--- src/rtl/sort_drain.sv ---
// sort_drain: output stage behind the bubble sorter.
//
// Captures one finished N-element signed block in parallel, then streams it
// out one element per valid/ready handshake. While streaming it checks that
// adjacent elements never descend (signed), and it reports the block min/max
// (elements 0 and N-1) and a running count of fully drained blocks.
//
// Ports:
//   clock, reset      rising-edge clock, asynchronous active-high reset
//   in_valid/in_ready block handshake; in_ready is high only in IDLE
//   in_data           flattened block, element i at [i*WIDTH +: WIDTH]
//   out_valid/ready   element handshake
//   out_data          current element (signed)
//   out_index         index of the current element, 0..N-1
//   out_last          high with out_valid on element N-1
//   order_error       sticky descending-pair flag, cleared on capture
//   min_value         element 0 of the last captured block
//   max_value         element N-1 of the last captured block
//   block_count       blocks fully drained since reset (wraps)
//   o_dbg_state       current FSM state (0 = IDLE, 1 = DRAIN)
//
// Handshake rule: a transfer happens on a rising edge where valid and ready
// are both high; valid never depends on ready, and while valid is high and
// ready is low the presented data/index/last stay unchanged.
module sort_drain #(
    parameter int N     = 8,
    parameter int WIDTH = 32,
    parameter int IDXW  = 3,
    parameter int CNTW  = 16
) (
    input  logic                 clock,
    input  logic                 reset,
    input  logic                 in_valid,
    output logic                 in_ready,
    input  logic [N*WIDTH-1:0]   in_data,
    output logic                 out_valid,
    input  logic                 out_ready,
    output logic [WIDTH-1:0]     out_data,
    output logic [IDXW-1:0]      out_index,
    output logic                 out_last,
    output logic                 order_error,
    output logic [WIDTH-1:0]     min_value,
    output logic [WIDTH-1:0]     max_value,
    output logic [CNTW-1:0]      block_count,
    output logic                 o_dbg_state
);

    typedef enum logic {
        IDLE  = 1'b0,
        DRAIN = 1'b1
    } state_t;

    localparam logic [IDXW-1:0] LAST_IDX = IDXW'(N - 1);

    state_t                   r_state;
    state_t                   w_next_state;
    logic signed [WIDTH-1:0]  r_buf [N];
    logic [IDXW-1:0]          r_index;
    logic                     r_order_error;
    logic [WIDTH-1:0]         r_min;
    logic [WIDTH-1:0]         r_max;
    logic [CNTW-1:0]          r_count;

    logic                     w_capture;
    logic                     w_accept;
    logic                     w_is_last;
    logic [IDXW-1:0]          w_prev_idx;
    logic signed [WIDTH-1:0]  w_cur;
    logic signed [WIDTH-1:0]  w_prev;
    logic                     w_descend;

    // State register
    always_ff @(posedge clock or posedge reset) begin
        if (reset) begin
            r_state <= IDLE;
        end else begin
            r_state <= w_next_state;
        end
    end

    // Next state and handshake outputs
    always_comb begin
        w_next_state = r_state;
        in_ready     = 1'b0;
        out_valid    = 1'b0;
        case (r_state)
            IDLE: begin
                in_ready = 1'b1;
                if (in_valid) begin
                    w_next_state = DRAIN;
                end
            end
            DRAIN: begin
                out_valid = 1'b1;
                if (out_ready && w_is_last) begin
                    w_next_state = IDLE;
                end
            end
            default: w_next_state = IDLE;
        endcase
    end

    assign w_capture  = in_valid && in_ready;
    assign w_accept   = out_valid && out_ready;
    assign w_is_last  = (r_index == LAST_IDX);
    // At index 0 this wraps, but the result is masked out of w_descend.
    assign w_prev_idx = r_index - 1'b1;
    assign w_cur      = r_buf[r_index];
    assign w_prev     = r_buf[w_prev_idx];
    // Signed compare; equal neighbours are legal.
    assign w_descend  = (r_index != '0) && (w_cur < w_prev);

    // Block buffer: loaded only on capture, so in_data is ignored in DRAIN.
    always_ff @(posedge clock or posedge reset) begin
        if (reset) begin
            for (int i = 0; i < N; i++) begin
                r_buf[i] <= '0;
            end
        end else if (w_capture) begin
            for (int i = 0; i < N; i++) begin
                r_buf[i] <= in_data[i*WIDTH +: WIDTH];
            end
        end
    end

    // Stream index, order check and block statistics
    always_ff @(posedge clock or posedge reset) begin
        if (reset) begin
            r_index       <= '0;
            r_order_error <= 1'b0;
            r_min         <= '0;
            r_max         <= '0;
            r_count       <= '0;
        end else if (w_capture) begin
            r_index       <= '0;
            r_order_error <= 1'b0;
            r_min         <= in_data[0 +: WIDTH];
            r_max         <= in_data[(N-1)*WIDTH +: WIDTH];
        end else if (w_accept) begin
            if (w_descend) begin
                r_order_error <= 1'b1;
            end
            if (w_is_last) begin
                r_index <= '0;
                r_count <= r_count + 1'b1;
            end else begin
                r_index <= r_index + 1'b1;
            end
        end
    end

    assign out_data    = w_cur;
    assign out_index   = r_index;
    assign out_last    = out_valid && w_is_last;
    assign order_error = r_order_error;
    assign min_value   = r_min;
    assign max_value   = r_max;
    assign block_count = r_count;
    assign o_dbg_state = r_state;

endmodule
--- config.mk ---
export PLATFORM = sky130hd
export DESIGN_NAME = sort_drain
export DESIGN_NICKNAME = d
export VERILOG_FILES = /design/src/rtl/sort_drain.sv
export SDC_FILE = /design/constraint.sdc
export NUM_CORES = 1
export LEC_CHECK = 0
export ABC_AREA = 0
export ABC_CLOCK_PERIOD_IN_PS = 18900
export CAP_MARGIN = 5
export CORE_UTILIZATION = 54
export DETAILED_ROUTE_END_ITERATION = 16
export HOLD_SLACK_MARGIN = 0.03
export MAX_ROUTING_LAYER = met4
export PLACE_DENSITY = 0.89
export SLEW_MARGIN = 20
export SYNTH_ARGS = -nofsm -noshare
export SYNTH_HDL_FRONTEND = slang
export SYNTH_SLANG_ARGS = --single-unit
--- constraint.sdc ---
create_clock -name clock -period 18.9 [get_ports clock]
set_input_delay 2.835 -clock clock [delete_from_list [all_inputs] [get_ports clock]]
set_output_delay 2.835 -clock clock [all_outputs]
set_load 0.02 [all_outputs]
==> run summary <==
Placed cells: 1700
Avg WL per Cell: 22.7 µm
Largest family of logic cells by synthesized area: multiplexers
Clk sinks: 277
Final Util: 71.6%
Mapped Cells: 1067
Mux cell area share after synthesis: 40.1%
Hold buffers post-CTS: 0
Top cell type's share of synthesized area: 45.4%
Hpwl dp: 27500 µm
Final GP Congestion: 0.811
Worst-path clk slew: 0.06 ns
Mapped Nets: 1363
CTS tree: built
Max cap viols: 0
Crit-path max FO: 54
Register Area: 6940 µm²
Overall die height: 170 µm
Synth top area cells: dfrtp_1 (45%), mux2_1 (19%), mux4_2 (19%)
Worst slew pin tran: 1.09 ns
Initial antenna violation count: 5
Final Skew: 0.00602 ns
Final Hold Vio Count: 0
Clk root buf: clkbuf_16
Fraction of layout cells with a size suffix above 1: 13.9%
Setup-failing EPs final: 0
Post-Synth XOR/XNOR Area: 0.918%
Yosys cell types: 42
Vias: 10.4k
Full die area: 28900 µm²
Post-synth EDFFs: 0
Global Route Usage Sum: 29.1%
Antenna Nets Post-Route: 0
Peak supply drop: 0.130 mV
HP Class: flop to flop
First-pass GRT wire length: 62200 µm
Static leakage: 8.36 nW
Maximum clock insertion buffer count: 3
Multi-input logic area: 7580 µm²
Layout Nets: 1650
Average size of a mapped cell: 14.3 µm²
H-tree depth: 1
Post-Route WL: 40000 µm
Die X: 170 µm
Simple-gate share of the synthesized area: 3.90%
Post-synthesis compound-gate area fraction: 1.58%
F_max: 0.164 GHz
TritonCTS Buffers: 30
Vias per inst: 5.94
Rows: 61
Layout overhead on the synthesized area: 30.3%
CP Capture Type: output port
Number of global-route vias before repair: 11.2k
CP arrival: 3.26 ns
Setup TNS: 0 ns
Relative slew slack: 27.4%
First drt pass iteration count: 5
RSZ-0062 raised after global routing: no
Post-Syn Area: 15300 µm²
CP required: 16.07 ns
Port bufs: 379
Final period utilization: 32.2%
Post-CTS sizing: 0
Final Instance Count excl. Fillers: 1757
#FFs+latches synth: 277
Startpoint Class: flop
FILL cells: 1814
Dominant cell type by area after synthesis: dfrtp_1
Core Box Area: 27800 µm²
Post-Synth Adder-Cell Area: 2.95%
Worst-skew pair later-pin latency: 0.55 ns
Drc violations: 0
Seq/Total Area, Yosys: 45.4%
Post-CTS setup buffers: 0
Placement Cell Area: 18900 µm²
Largest net degree at the start of global routing: 167
Power Density: 202 nW/µm²
Synth warn: 0
Final Max Slew Viols: 0
Post-synth ARST share: 100%
Initial Utilization: 55.0%
DR iter-0 viols: 697
Post-synth top flop: dfrtp_1
Status: completed
Design area: 19900 µm²
Grt ovf: 0
IO Count: 380
Fin crit period: 6.09 ns
Worst setup path class: flop to output port
-- logic make-up (layout without fill, tap and decap cells) --
group	count (synthesis)	in the layout
fa+ha+maj	36	36
simple gates	143	143
xor+xnor	16	16
other cells	0	5
compound gates	34	34
flops	277	277
mux	418	418
buf+inv	143	450
-- layer usage --
layer | vias to the layer above | global-route usage, % | part of all wire (%)
met1 | 5396 | 35.1 | 39
met3 | 97 | 6.40 | 7.1
met4 | 0 | 11.3 | 3.9
li1 | 4524 | - | -
met5 | - | - | 0
met2 | 412 | 48.0 | 50
-- registers in the layout, summed over array words and instances, names as in the netlist --
| name | flops |
|---|---|
| out_index | 3 |
| min_value | 32 |
| max_value | 32 |
| order_error | 1 |
| o_dbg_state | 1 |
| r_buf | 192 |
| block_count | 16 |
-- worst max-delay path: stages, from the launching register on --
cell	delay, ns
dfrtp_4	0.53
buf_4	0.70
mux4_2	0.61
nand2_1	0.09
nand2_1	0.12
clkdlybuf4s50_1	0.58
-- path summary, 6_finish.rpt --
kind / from / end / slack [ns] / cells after the start
setup reg to reg: out_index[0] / order_error / 13.04 / 12
hold / removal: block_count[15] / block_count[15] / 0.48 / 1
min in group asynchronous: reset / r_buf[55] / 2.88 / 2
hold reg to reg: block_count[15] / block_count[15] / 0.48 / 1
setup / recovery: out_index[0] / out_data[15] / 12.81 / 5
max in group asynchronous: reset / out_index[0] / 13.51 / 4
-- final cells by class --
class / count / share of cell area [%]
Multi-Input combinational cell: 647 / 38.1
Sequential cell: 277 / 34.9
Timing Repair Buffer: 388 / 19.5
Clock buffer: 43 / 4.38
Tap cell: 378 / 2.38
Clock inverter: 9 / 0.478
Inverter: 10 / 0.226
Antenna cell: 5 / 0.0629
-- where the power goes --
| group | leakage [nW] | total, mW | switching (mW) | internal (mW) |
|---|---|---|---|---|
| Sequential | 3.39 | 1.15 | 0.281 | 0.871 |
| Clock | 0.482 | 0.580 | 0.237 | 0.344 |
| Combinational | 4.50 | 2.28 | 1.06 | 1.22 |
-- layout by cell type, fill, tap and decap left out, types with 2 or more instances in the layout --
cell type / count
clkbuf_8: 5
dfrtp_4: 2
o21a_1: 3
mux2i_1: 32
and3_1: 4
xor2_1: 3
mux2_1: 257
ha_1: 35
clkdlybuf4s50_1: 379
o21ai_0: 5
xnor2_1: 12
mux4_1: 2
a21oi_1: 10
a32o_1: 2
nand4_1: 10
nand2_1: 108
mux4_2: 126
clkinv_2: 7
dfrtp_1: 274
a21o_1: 2
or3_1: 2
buf_4: 7
clkbuf_16: 31
inv_1: 8
bufinv_16: 2
diode_2: 5
clkbuf_1: 7
nor2_1: 8
nand3_1: 6
a211oi_1: 2
-- metrics by stage --
stage	worst slack, ns	power (mW)	hold slack [ns]
floorplan	8.43	2.71	0.467
global placement	12.80	3.36	0.476
detailed placement	12.82	3.43	0.484
CTS	12.64	4.04	0.492
global route	12.42	4.27	0.520
finish	12.81	4.01	0.482
-- cells in the mapped netlist (2+ instances only) --
cell type and instances:
nor2_1 8, inv_1 10, o21ai_0 5, nand2_1 108, a211oi_1 2, nand4_1 10, mux2_1 257, ha_1 36
and3_1 4, mux2i_1 32, xnor2_1 12, o21a_1 3, or3_1 2, xor2_1 4, buf_4 65, buf_2 5
a21oi_1 10, dfrtp_1 277, clkbuf_1 33, a32o_1 2, mux4_1 2, a21o_1 2, mux4_2 126, buf_1 29
nand3_1 6
Note: power is estimated with default switching activity, not from simulation.
